<file path="src/rtl/poly_store_control_bram_pkg.sv">
// Shared constants and FSM encoding for the polynomial store controller and
// its coefficient packer.
package poly_store_control_bram_pkg;

  localparam int POLY_N       = 256;
  localparam int SABER_COEF_W = 13;
  localparam int BRAM_WORD_W  = 64;
  localparam int POLY_WORDS   = 52;
  localparam int BRAM_ADDR_W  = 8;

  typedef enum logic [1:0] {
    ST_IDLE = 2'd0,
    ST_PACK = 2'd1,
    ST_DONE = 2'd2
  } store_state_e;

endpackage

</file>
<file path="src/rtl/poly_store_control_bram_if.sv">
// Coefficient stream in, BRAM write port and status out, bundled for the
// store controller. The controller takes the slave side.
interface poly_store_control_bram_if
  import poly_store_control_bram_pkg::*;
#(
  parameter int COEF_W = SABER_COEF_W,
  parameter int WORD_W = BRAM_WORD_W,
  parameter int ADDR_W = BRAM_ADDR_W
) ();

  logic              start;
  logic [COEF_W-1:0] coef_in;
  logic              coef_valid;
  logic              coef_ready;
  logic              we;
  logic [ADDR_W-1:0] waddr;
  logic [WORD_W-1:0] wdata;
  logic              busy;
  logic              done;

  modport master (
    output start, coef_in, coef_valid,
    input  coef_ready, we, waddr, wdata, busy, done
  );

  modport slave (
    input  start, coef_in, coef_valid,
    output coef_ready, we, waddr, wdata, busy, done
  );

endinterface

</file>
<file path="src/rtl/poly_coef_packer.sv">
// Packs narrow coefficients LSB-first into wide words; raises emit on the
// accept that completes a word, with the finished word on word_o.
module poly_coef_packer #(
  parameter int COEF_W = 13,
  parameter int WORD_W = 64,
  parameter int BUF_W  = WORD_W + COEF_W - 1,
  parameter int FILL_W = $clog2(WORD_W + COEF_W)
) (
  input  logic              clk,
  input  logic              rst,
  input  logic              clear_i,
  input  logic              accept_i,
  input  logic [COEF_W-1:0] coef_i,
  output logic [WORD_W-1:0] word_o,
  output logic              emit_o
);

  logic [BUF_W-1:0]  buf_q, buf_d, merged;
  logic [FILL_W-1:0] fill_q, fill_d, fill_sum;

  // NOTE: every signal written here gets a default first, so no path leaves it
  // unassigned and no latch is inferred.
  always_comb begin
    merged   = buf_q | (BUF_W'(coef_i) << fill_q);
    fill_sum = fill_q + FILL_W'(COEF_W);
    emit_o   = accept_i && (fill_sum >= FILL_W'(WORD_W));
    word_o   = merged[WORD_W-1:0];
    buf_d    = buf_q;
    fill_d   = fill_q;
    if (clear_i) begin
      buf_d  = '0;
      fill_d = '0;
    end else if (accept_i) begin
      if (emit_o) begin
        // Carry the coefficient bits that spilled past the finished word.
        buf_d  = merged >> WORD_W;
        fill_d = fill_sum - FILL_W'(WORD_W);
      end else begin
        buf_d  = merged;
        fill_d = fill_sum;
      end
    end
  end

  // NOTE: sequential state uses non-blocking assignments so every register
  // samples the pre-edge values regardless of process ordering.
  always_ff @(posedge clk) begin
    if (rst) begin
      buf_q  <= '0;
      fill_q <= '0;
    end else begin
      buf_q  <= buf_d;
      fill_q <= fill_d;
    end
  end

endmodule

</file>
<file path="src/rtl/poly_store_control_bram.sv">
// Write-side polynomial controller: packs 256 x 13-bit coefficients into
// 52 x 64-bit BRAM words written at addresses 0..51, then signals done.
module poly_store_control_bram
  import poly_store_control_bram_pkg::*;
#(
  parameter int COEF_W  = SABER_COEF_W,
  parameter int N_COEF  = POLY_N,
  parameter int WORD_W  = BRAM_WORD_W,
  parameter int N_WORDS = POLY_WORDS,
  parameter int ADDR_W  = BRAM_ADDR_W
) (
  input  logic                      clk,
  input  logic                      rst,
  poly_store_control_bram_if.slave  bus
);

  // N_COEF*COEF_W must equal N_WORDS*WORD_W so the last coefficient closes
  // the last word exactly and nothing is left in the packer.
  localparam int CNT_W = $clog2(N_COEF + 1);

  store_state_e      state_q, state_d;
  logic [CNT_W-1:0]  coef_count_q, coef_count_d;
  logic [ADDR_W-1:0] word_count_q, word_count_d;
  logic              we_q, we_d;
  logic [ADDR_W-1:0] waddr_q, waddr_d;
  logic [WORD_W-1:0] wdata_q, wdata_d;

  logic              coef_ready;
  logic              accept;
  logic              clear;
  logic              emit;
  logic [WORD_W-1:0] packed_word;

  assign coef_ready = (state_q == ST_PACK) && (coef_count_q < CNT_W'(N_COEF));
  assign accept     = bus.coef_valid && coef_ready;

  poly_coef_packer #(
    .COEF_W (COEF_W),
    .WORD_W (WORD_W)
  ) u_packer (
    .clk      (clk),
    .rst      (rst),
    .clear_i  (clear),
    .accept_i (accept),
    .coef_i   (bus.coef_in),
    .word_o   (packed_word),
    .emit_o   (emit)
  );

  always_comb begin
    state_d = state_q;
    clear   = 1'b0;
    unique case (state_q)
      ST_IDLE, ST_DONE: begin
        if (bus.start) begin
          state_d = ST_PACK;
          clear   = 1'b1;
        end
      end
      ST_PACK: begin
        // Enter DONE on the same edge that launches the final word write.
        if (emit && (word_count_q == ADDR_W'(N_WORDS - 1))) state_d = ST_DONE;
      end
      default: state_d = ST_IDLE;
    endcase
  end

  always_comb begin
    coef_count_d = coef_count_q;
    word_count_d = word_count_q;
    we_d         = 1'b0;
    waddr_d      = waddr_q;
    wdata_d      = wdata_q;
    if (clear) begin
      coef_count_d = '0;
      word_count_d = '0;
    end else if (accept) begin
      coef_count_d = coef_count_q + 1'b1;
      if (emit) begin
        we_d         = 1'b1;
        waddr_d      = word_count_q;
        wdata_d      = packed_word;
        word_count_d = word_count_q + 1'b1;
      end
    end
  end

  // NOTE: every register here, including the wide write-data holding register,
  // is reset so the BRAM port shows zeros after reset rather than stale data.
  always_ff @(posedge clk) begin
    if (rst) begin
      state_q      <= ST_IDLE;
      coef_count_q <= '0;
      word_count_q <= '0;
      we_q         <= 1'b0;
      waddr_q      <= '0;
      wdata_q      <= '0;
    end else begin
      state_q      <= state_d;
      coef_count_q <= coef_count_d;
      word_count_q <= word_count_d;
      we_q         <= we_d;
      waddr_q      <= waddr_d;
      wdata_q      <= wdata_d;
    end
  end

  assign bus.coef_ready = coef_ready;
  assign bus.we         = we_q;
  assign bus.waddr      = waddr_q;
  assign bus.wdata      = wdata_q;
  assign bus.busy       = (state_q == ST_PACK);
  assign bus.done       = (state_q == ST_DONE);

endmodule
</file>
<file path="src/flat_wrapper.sv">
// flat-port wrapper written by rule: the top's interface ports become plain ports
module poly_store_control_bram_flat import poly_store_control_bram_pkg::*;
#(
  parameter int COEF_W  = SABER_COEF_W,
  parameter int N_COEF  = POLY_N,
  parameter int WORD_W  = BRAM_WORD_W,
  parameter int N_WORDS = POLY_WORDS,
  parameter int ADDR_W  = BRAM_ADDR_W
)
  (clk, rst, bus_start, bus_coef_in, bus_coef_valid, bus_coef_ready, bus_we, bus_waddr, bus_wdata, bus_busy, bus_done);
  poly_store_control_bram_if #(.COEF_W(COEF_W), .WORD_W(WORD_W), .ADDR_W(ADDR_W)) bus_i ();
  input  logic clk;
  input  logic rst;
  input wire logic [$bits(bus_i.start)-1:0] bus_start;
  input wire logic [$bits(bus_i.coef_in)-1:0] bus_coef_in;
  input wire logic [$bits(bus_i.coef_valid)-1:0] bus_coef_valid;
  output wire logic [$bits(bus_i.coef_ready)-1:0] bus_coef_ready;
  output wire logic [$bits(bus_i.we)-1:0] bus_we;
  output wire logic [$bits(bus_i.waddr)-1:0] bus_waddr;
  output wire logic [$bits(bus_i.wdata)-1:0] bus_wdata;
  output wire logic [$bits(bus_i.busy)-1:0] bus_busy;
  output wire logic [$bits(bus_i.done)-1:0] bus_done;
  assign bus_i.start = bus_start;
  assign bus_i.coef_in = bus_coef_in;
  assign bus_i.coef_valid = bus_coef_valid;
  assign bus_coef_ready = bus_i.coef_ready;
  assign bus_we = bus_i.we;
  assign bus_waddr = bus_i.waddr;
  assign bus_wdata = bus_i.wdata;
  assign bus_busy = bus_i.busy;
  assign bus_done = bus_i.done;
  poly_store_control_bram #(.COEF_W(COEF_W), .N_COEF(N_COEF), .WORD_W(WORD_W), .N_WORDS(N_WORDS), .ADDR_W(ADDR_W)) u_core (.clk(clk), .rst(rst), .bus(bus_i));
endmodule
</file>
<file path="config.mk">
export PLATFORM = sky130hd
export DESIGN_NAME = poly_store_control_bram_flat
export DESIGN_NICKNAME = d
export VERILOG_FILES = /design/src/rtl/poly_store_control_bram_pkg.sv /design/src/rtl/poly_store_control_bram_if.sv /design/src/rtl/poly_coef_packer.sv /design/src/rtl/poly_store_control_bram.sv /design/src/flat_wrapper.sv
export SDC_FILE = /design/constraint.sdc
export NUM_CORES = 1
export LEC_CHECK = 0
export ABC_AREA = 1
export CAP_MARGIN = 30
export CORE_ASPECT_RATIO = 1.75
export CORE_MARGIN = 3
export CORE_UTILIZATION = 30
export DETAILED_ROUTE_END_ITERATION = 16
export SLEW_MARGIN = 25
export SYNTH_ARGS = -nofsm -noshare
export SYNTH_HDL_FRONTEND = slang
export SYNTH_SLANG_ARGS = --single-unit
</file>
<file path="constraint.sdc">
create_clock -name clk -period 1.8 [get_ports clk]
set_input_delay 0.27 -clock clk [delete_from_list [all_inputs] [get_ports clk]]
set_output_delay 0.27 -clock clk [all_outputs]
set_load 0.005 [all_outputs]
</file>
# Yosys cells after proc, flatten, opt, wreduce, memory -nomap -nowiden
# Cells that the tools add are included.
dict set report word_totals {
  regBits 175
  elab_cells 42
  out_inout_bits 76
}
dict set report classes {
  n_mux 8
  shift 1
  reduce_logical 11
  n_addsub 4
  order_cmp 2
  bitwise 3
  n_eq_ne 5
}
# cell count
set op_table {}
lappend op_table {{$mux W76} 1}
lappend op_table {{$or A76 B76 Y76} 1}
lappend op_table {{$shl A13 B7 Y76} 1}
lappend op_table {{$add A9 B1 Y9 const B} 1}
lappend op_table {{$lt A9 B9 Y1 const B} 1}
lappend op_table {{$add A8 B1 Y8 const B} 1}
lappend op_table {{$eq A8 B6 Y1 const B} 1}
lappend op_table {{$add A7 B4 Y7 const B} 1}
lappend op_table {{$ge A7 B7 Y1 const B} 1}
lappend op_table {{$mux W7} 1}
lappend op_table {{$sub A7 B7 Y7 const B} 1}
lappend op_table {{$logic_and A1 B1 Y1} 4}
lappend op_table {{$mux W2} 2}
lappend op_table {{$pmux W2 S2} 1}
lappend op_table {{$reduce_and A2 Y1} 2}
lappend op_table {{$reduce_or A2 Y1} 2}
lappend op_table {{$mux W1} 3}
lappend op_table {{$reduce_and A3 Y1} 1}
lappend op_table {{$reduce_or A3 Y1} 1}
lappend op_table {{$eq A2 B1 Y1 const B} 1}
lappend op_table {{$eq A2 B2 Y1 const B} 1}
lappend op_table {{$logic_not A2 Y1} 1}
lappend op_table {{$ne A2 B1 Y1 const B} 1}
lappend op_table {{$ne A2 B2 Y1 const B} 1}
lappend op_table {{$not A1 Y1} 2}

# Depth between registers and ports, before layout
# Gate-level depths: netlist of the first run.
dict set report logic_depth {
  word_depth 7
  depth_mapped 14
  ltp_nobuf 13
}

# Hierarchy
# From an unflattened synthesis of the first run, not the netlist that was laid out.
dict set report unflattened {
  cells_unflattened 1209
  hier_area_um2 8513.2
}
# mod area_per_inst_um2 instances seq_area_each_um2 cells_each
set by_module_without_submodules {}
lappend by_module_without_submodules {poly_coef_packer 5062.4 1 1661.6 756}
lappend by_module_without_submodules {poly_store_control_bram 3450.8 1 1841.8 453}

# Worst setup path before layout of the first run
# Ideal clock, no wire load.
dict set report synth_timing {
  path_kind {reg2reg}
  startpoint {register u_core.u_packer.fill_q[0]}
  endpoint {register u_core.wdata_q[48] (netlist: u_core.bus.wdata[48])}
  t_arrival_ps 1555
  path_stages_with_launch 13
  setup_time_ps 109
  n_path_buf 2
  synth_period_minus_slack_ps 1663
  path_slack_ps 137
  t_required_ps 1691
  path_cell_list {dfxtp_1 > ha_1 > inv_1 > nand2_1 > nand2_1 > nand2_1 > nand3_4 > inv_4 > buf_6 > buf_2 > nand3_1 > nand2_1 > inv_1}
}
dict set report synth_via {
  elab_chain_len 4
  word_cells_on_any_way 6
  cone_classes {1 x add/sub; 1 x order compare; 1 x shift; 1 x bitwise; 2 x reduce/logical}
}
# element line_no
set synth_lines {}
lappend synth_lines {{start, declared} poly_coef_packer.sv:19} ;# logic [FILL_W-1:0] fill_q, fill_d, fill_sum;
lappend synth_lines {{start signal, assigned} poly_coef_packer.sv:53} ;# fill_q <= fill_d;
lappend synth_lines {{$add A7 B4 Y7} poly_coef_packer.sv:25} ;# fill_sum = fill_q + FILL_W'(COEF_W);
lappend synth_lines {{$ge A7 B7 Y1} poly_coef_packer.sv:26} ;# emit_o = accept_i && (fill_sum >= FILL_W'(WORD_W));
lappend synth_lines {{$logic_and A1 B1 Y1} poly_coef_packer.sv:26}
lappend synth_lines {{$reduce_and A3 Y1 (no line)} n/a}
lappend synth_lines {{end signal, assigned} poly_store_control_bram.sv:104} ;# wdata_q <= wdata_d;
lappend synth_lines {{end, declared} poly_store_control_bram.sv:26} ;# logic [WORD_W-1:0] wdata_q, wdata_d;
# Several ways; a longest one is shown, not always the timed one.
# A chain may end at the register's enable or synchronous reset.

# Worst setup path after layout of the first run
dict set report layout_timing {
  startpoint {register u_core.u_packer.fill_q[0]}
  endpoint {register u_core.u_packer.buf_q[74]}
}
dict set report layout_via {
  elab_chain_len 4
  word_cells_on_any_way 6
  cone_classes {1 x add/sub; 1 x order compare; 1 x shift; 1 x mux; 1 x bitwise; 1 x reduce/logical}
}
# element line_no
set layout_lines {}
lappend layout_lines {{$add A7 B4 Y7} poly_coef_packer.sv:25}
lappend layout_lines {{$ge A7 B7 Y1} poly_coef_packer.sv:26}
lappend layout_lines {{$logic_and A1 B1 Y1} poly_coef_packer.sv:26}
lappend layout_lines {{$mux W76 (*)} poly_coef_packer.sv:34} ;# if (emit_o) begin
lappend layout_lines {{end signal, assigned} poly_coef_packer.sv:52} ;# buf_q <= buf_d;
lappend layout_lines {{end, declared} poly_coef_packer.sv:18} ;# logic [BUF_W-1:0] buf_q, buf_d, merged;
# Every way passes the cells marked *; elsewhere a longest branch is shown, timed or not.

==> results of run 1 <==
[routing by layer]
layer  share of wire  global-route usage  vias to the layer above
met5               0                   0                        -
met4           0.041             0.08376                        0
met3           0.027             0.02882                       62
met2            0.53              0.3184                      164
met1            0.40              0.1979                     4006
li1                -                   -                     4229
[cells in the final DEF, fill, tap and decap left out, types with 4 or more instances in the layout]
master / synthesis / routed
nand3b_1: 7 / 7
nor2_1: 164 / 140
nor3b_2: 2 / 5
nand3_1: 83 / 47
a21oi_2: 0 / 23
dfxtp_1: 175 / 170
inv_2: 5 / 4
o211ai_1: 27 / 27
nor2_2: 4 / 18
nand4_1: 27 / 27
nor3_1: 7 / 7
buf_4: 8 / 102
nand2_2: 1 / 42
o21ai_2: 2 / 20
a21o_1: 8 / 8
nand2_4: 0 / 9
nand2_1: 219 / 169
nand3_2: 0 / 34
nor2_4: 1 / 11
o21bai_1: 9 / 7
buf_8: 0 / 4
clkdlybuf4s50_1: 0 / 90
inv_1: 127 / 124
buf_12: 0 / 8
a21oi_1: 88 / 63
o21ai_4: 0 / 5
buf_6: 3 / 11
clkbuf_16: 0 / 26
inv_6: 0 / 8
o21ai_1: 14 / 51
o21ai_0: 110 / 50
[worst max-delay path: cells and delay by family, from the launching register on]
kind / cells / cell delay, ns
AND/OR/NAND/NOR: 7 / 0.63
buffers and inverters: 4 / 0.61
flip-flops: 1 / 0.42
AO/OA/AOI/OAI: 1 / 0.11
[what timing repair did]
item	4_1_cts	5_1_grt
endpoints found under the setup margin	143	147
gates cloned	0	10
resized for setup	48	254
setup buffers	4	12
pin swaps	6	84
hold buffers	0	0
[state kept, by name, indices dropped and copies added, names as in the netlist]
| name | count |
|---|---|
| u_core.bus.waddr | 8 |
| u_core.coef_count_q | 9 |
| u_core.u_packer.buf_q | 76 |
| u_core.word_count_q | 8 |
| u_core.bus.wdata | 64 |
| u_core.state_q | 2 |
| u_core.bus.we | 1 |
| u_core.u_packer.fill_q | 7 |
[kinds of logic (layout without fill, tap and decap cells)]
| kind of cell | after synthesis | in the layout | share of synthesized area |
|---|---|---|---|
| buffers and inverters | 209 | 394 | 0.1055 |
| adders and majority gates | 3 | 3 | 0.004555 |
| xor gates and xnor gates | 1 | 1 | 0.001063 |
| DFF | 175 | 175 | 0.4251 |
| and+or+nand+nor | 535 | 535 | 0.2856 |
| AOI/OAI and AO/OA | 266 | 266 | 0.1782 |
[final timing paths]
kind / start / endpoint / depth (start not counted)
setup / recovery: u_core.u_packer.fill_q[0] / u_core.u_packer.buf_q[74] / 12
hold / removal: u_core.coef_count_q[2] / u_core.coef_count_q[2] / 2
setup reg to reg: u_core.u_packer.fill_q[0] / u_core.u_packer.buf_q[74] / 12
hold reg to reg: u_core.coef_count_q[2] / u_core.coef_count_q[2] / 2
[layout make-up]
class	count	area, um^2	area share
clock buffer	18	439.2	0.03655
clock inverter	13	128.9	0.01073
inverter	136	540.5	0.04499
multi-input combinational	805	4646	0.3866
sequential	175	3517	0.2927
tap	364	455.4	0.03790
timing repair buffer	227	2288	0.1905
[through the flow]
| step | util | hold WS (ns) | area (um^2) | total power [mW] | instances |
|---|---|---|---|---|---|
| after floorplan | - | 0.4348 | 8242 | 4.410 | 1189 |
| after global placement | 0.3800 | 0.4480 | 10180 | 4.802 | 1681 |
| after detailed placement | 0.3800 | 0.4605 | 10180 | 4.806 | 1681 |
| after CTS | 0.4081 | 0.4718 | 10930 | 8.475 | 1716 |
| after global routing | 0.4486 | 0.4968 | 12020 | 8.952 | 1738 |
| final | 0.4486 | 0.4705 | 12020 | 8.619 | 1738 |
[where the power goes]
| part | internal, mW | switching, mW |
|---|---|---|
| Sequential | 3.88 | 0.0192 |
| Combinational | 0.459 | 0.635 |
| Clock | 1.97 | 1.65 |
| Total | 6.31 | 2.31 |
==> reports/qor.csv, run 1 <==
metric,value,unit
Final setup viols,6,
CTS tree,done,
top cell type's share of synthesized area,0.4251,
die width,131.3,um
HPWL after detailed placement,19.07,mm
CP max stage cell,dfxtp_4,
die height,225.3,um
Skew-Pair Late Insertion Delay,0.44,ns
Async SR Flop Fraction,0,
First-pass DRT Iterations,7,
fmax,544.2,MHz
Post-Syn Nets,1209,
Die Area,29580,um^2
status,"finished, violations left",
vias in the first global route,8045,
row cnt,79,
initial antenna violation count,0,
distinct cell type count after synthesis,45,
WS Path Type,reg2reg,
worst-path cell chain,clkbuf_16 > nand2_4 > nand3_2 > nand3_1 > nand2_2 > nand2_1 > nand2_2 > buf_4 > nand4_1 > buf_4 > buf_4 > a21oi_1,
core region area,26790,um^2
CTS Sinks,175,
Detail Route Antenna Nets,0,
relative slew slack,0.5885,
routed wire length,27.97,mm
HP Class,reg2reg,
"reg-to-reg slack, setup",-0.04,ns
DRC,0,
largest net degree at the start of global routing,65,
TritonCTS Buffers,17,
H-Tree Depth,4,
Crit Path Max Fanout,7,
Overall Global Routing Usage,0.1745,
Crit. End Element,register,
first-pass GRT wire length,41.56,mm
Pleak,5.148,nW
ys flop type,dfxtp_1,
most frequent cell after synthesis,nand2_1,
Mapped Avg Cell Area,6.932,um^2
DR iter-0 viols,509,
CTS Root Cell,clkbuf_16,
GPL Wtd Cong,0.9155,
Initial Utilization,0.3077,
CTS max path bufs,2,
ratio of cells with drive above 1 in the final layout,0.2656,
most used cell along the critical path,buf_4,
clock skew,0.009095,ns
worst slack at placement,-0.3312,ns
"Slew Viols, Final",0,
part of the Yosys area used for sequential elements,0.4251,
Tmin final,1.838,ns
Overflow after GRT,0,
Mapped Cells,1189,
number of synthesized register bits,175,
max-cap viol count,0,
synth warn,0,
"area leader, netlist",dfxtp_1,
TNS Setup,-0.09061,ns
area grow syn2layout,45.79,%
violated checks,setup timing,
final worst-path cycle share,1.021,
post-layout net count,1382,
WP data arrival,2.21,ns
final hold vios,0,
"CTS clk-pin slew, worst paths",0.07,ns
cell area power density,717.3,nW/um^2
RSZ-0062 raised after global routing,yes,
top cells by instance count after synthesis,"nand2_1 (219), dfxtp_1 (175), nor2_1 (164)",
via count,8461,
wire length per cell,16.09,um
Post-synth EDFFs,0,
Filler cells,2686,
"top cells by area, synth","dfxtp_1 (43%), nand2_1 (10%), nor2_1 (7.5%)",
area of the mapped netlist,8242,um^2
IO buf count,92,
# IOs,93,
Ant. Diodes,0,
Worst VDD drop,600.0,uV
Least-Margin Pin Slew,0.6173,ns
Crit path largest cell delay,0.42,ns
DR vias/cell,4.868,
Worst Setup Start Kind,register,
critical path data required time,2.17,ns
worst setup margin,-0.03764,ns
Note: power is estimated with default switching activity, not from simulation.
==> inputs of run 2 (changes only) <==
--- a/config.mk
+++ b/config.mk
@@ -10,7 +10,9 @@
 export CORE_ASPECT_RATIO = 1.75
 export CORE_MARGIN = 3
 export CORE_UTILIZATION = 30
+export CTS_BUF_LIST = sky130_fd_sc_hd__clkbuf_4 sky130_fd_sc_hd__clkbuf_8 sky130_fd_sc_hd__clkbuf_16
 export DETAILED_ROUTE_END_ITERATION = 16
+export SKIP_LAST_GASP = 1
 export SLEW_MARGIN = 25
 export SYNTH_ARGS = -nofsm -noshare
 export SYNTH_HDL_FRONTEND = slang
==> run 2 against run 1 <==
The flow still finishes with violations (setup timing). Flip-flop and latch count stayed put. First-iteration DRC count down 2.4%. Largest cell class unchanged. Clock-buffer cell count did not move. Largest power group unchanged. Clock skew is 0.00072 ns higher. Register-to-register slack got worse by 0.03 ns. Wire length fell by 0.94%. Maximum frequency is 1.8% lower.
==> reports/qor.csv, run 2 (synthesis gave the netlist of run 1 again) <==
metric,value,unit,change
Crit Path Max Fanout,8,,was 7
Worst VDD drop,541.0,uV,was 600.0 uV
Final Cell Area,11910,um^2,was 12020 um^2
"most common cell after layout, fill and taps aside",nand2_1,,was dfxtp_1
Skew-Pair Late Insertion Delay,0.44,ns,about the same
TNS Setup,-0.7084,ns,was -0.09061 ns
final hold vios,0,,unchanged
Overflow after GRT,0,,unchanged
worst slack at placement,-0.3312,ns,unchanged
Crit. End Element,register,,unchanged
Hold Slack,0.4733,ns,was 0.4705 ns
WP data arrival,2.23,ns,was 2.21 ns
status,"finished, violations left",,unchanged
fmax,534.7,MHz,was 544.2 MHz
die height,225.3,um,unchanged
# IOs,93,,unchanged
TritonCTS Buffers,17,,unchanged
Tmin final,1.870,ns,was 1.838 ns
clock skew,0.009812,ns,was 0.009095 ns
relative slew slack,0.6299,,was 0.5885
"Slew Viols, Final",0,,unchanged
Crit path largest cell delay,0.39,ns,was 0.42 ns
DRC,0,,unchanged
CTS max path bufs,2,,unchanged
Least-Margin Pin Slew,0.5551,ns,was 0.6173 ns
worst-path cell chain,ha_4 > inv_4 > nand2_4 > nand2_4 > nand2_4 > nand3_4 > clkinv_8 > nor2_4 > clkbuf_16 > clkbuf_16 > o21ai_0 > a21oi_1,,was clkbuf_16 > nand2_4 > nand3_2 > nand3_1 > nand2_2 > nand2_1 > nand2_2 > buf_4 > nand4_1 > buf_4 > buf_4 > a21oi_1
WS Path Type,reg2reg,,unchanged
core region area,26790,um^2,unchanged
first-pass GRT wire length,41.50,mm,was 41.56 mm
Ant. Diodes,0,,unchanged
Post-DP Area,10180,um^2,unchanged
Detail Route Antenna Nets,0,,unchanged
fin util,0.4445,,was 0.4486
First-pass DRT Iterations,5,,was 7
most frequent cells in the layout,"nand2_1 (171), dfxtp_1 (170), nor2_1 (138)",,"was dfxtp_1 (170), nand2_1 (169), nor2_1 (140)"
crit path from,u_core.u_packer.fill_q[0],,unchanged
critical path data required time,2.16,ns,was 2.17 ns
row cnt,79,,unchanged
via count,8541,,was 8461
Critical R2R Launch,u_core.u_packer.fill_q[0],,unchanged
routed wire length,27.70,mm,was 27.97 mm
hold_buf cts,0,,unchanged
RSZ-0062 raised after global routing,yes,,unchanged
max-cap viol count,0,,unchanged
post-layout net count,1377,,was 1382
Pleak,5.068,nW,was 5.148 nW
CTS Root Cell,clkbuf_16,,unchanged
number of flip-flops in the largest register,76,,unchanged
CP max stage cell,dfxtp_4,,unchanged
largest net degree at the start of global routing,65,,unchanged
IO buf count,92,,unchanged
GPL Wtd Cong,0.9155,,unchanged
Overall Global Routing Usage,0.1744,,was 0.1745
violated checks,setup timing,,unchanged
CTS tree,done,,unchanged
vias in the first global route,8025,,was 8045
wire length per cell,15.99,um,was 16.09 um
final worst-path cycle share,1.039,,was 1.021
H-Tree Depth,4,,unchanged
DR vias/cell,4.928,,was 4.868
initial antenna violation count,0,,unchanged
die width,131.3,um,unchanged
Final setup viols,31,,was 6
Die Area,29580,um^2,unchanged
HP Class,reg2reg,,unchanged
Filler cells,2699,,was 2686
area grow syn2layout,44.47,%,was 45.79%
DR iter-0 viols,497,,was 509
worst setup margin,-0.07038,ns,was -0.03764 ns
HP Start,u_core.coef_count_q[2],,unchanged
ratio of cells with drive above 1 in the final layout,0.2652,,was 0.2656
HPWL after detailed placement,19.07,mm,unchanged
Initial Utilization,0.3077,,unchanged
Largest Register,u_core.u_packer.buf_q,,unchanged
cell area power density,724.7,nW/um^2,was 717.3 nW/um^2
most used cell along the critical path,nand2_4,,was buf_4
Worst Setup Start Kind,register,,unchanged
CTS Sinks,175,,unchanged
"CTS clk-pin slew, worst paths",0.07,ns,about the same
-- run 2: worst paths after layout --
check                         endpoint  slack (ns)  depth (start not counted)
max          u_core.u_packer.buf_q[16]       -0.07                         12
min             u_core.coef_count_q[2]        0.47                          2
max reg2reg  u_core.u_packer.buf_q[16]       -0.07                         12
min reg2reg     u_core.coef_count_q[2]        0.47                          2
-- run 2: power breakdown --
part           internal [mW]  switching, mW
logic                  0.461          0.636
clock network           1.97           1.66
registers               3.88         0.0191
total                   6.31           2.32
-- run 2: routing by layer --
| metal | routed length (um) | GRT usage | vias up |
|---|---|---|---|
| li1 | - | - | 4235 |
| met1 | 11100 | 0.1991 | 4031 |
| met2 | 14420 | 0.3182 | 209 |
| met3 | 930 | 0.02726 | 66 |
| met4 | 1251 | 0.08274 | 0 |
| met5 | 0 | 0 | - |
-- run 2: stage by stage --
step	instances	power, mW
after floorplan	1189	4.410
after detailed placement	1681	4.806
final	1733	8.629
after global routing	1733	8.948
after CTS	1716	8.472
after global placement	1681	4.802
-- run 2: what timing repair did --
action | CTS | global route
gates resized for setup | 42 | 232
endpoints found under the setup margin | 143 | 153
gates cloned | 0 | 7
setup buffers | 4 | 11
pin swaps | 6 | 86
-- run 2: final cells by class --
type	instances	area [um^2]	area share
Tap cell	364	455.4	0.03825
Inverter	136	545.5	0.04582
Multi-Input combinational cell	805	4626	0.3885
Sequential cell	175	3517	0.2954
Clock inverter	13	128.9	0.01082
Clock buffer	18	439.2	0.03689
Timing Repair Buffer	222	2195	0.1843
-- run 2: worst max-delay path: cells and delay by family, from the launching register on --
kind	cells	cell delay, ns
AOI/OAI and AO/OA	2	0.23
and+or+nand+nor	5	0.48
DFF	1	0.39
adders and majority gates	1	0.18
buffers and inverters	4	0.48
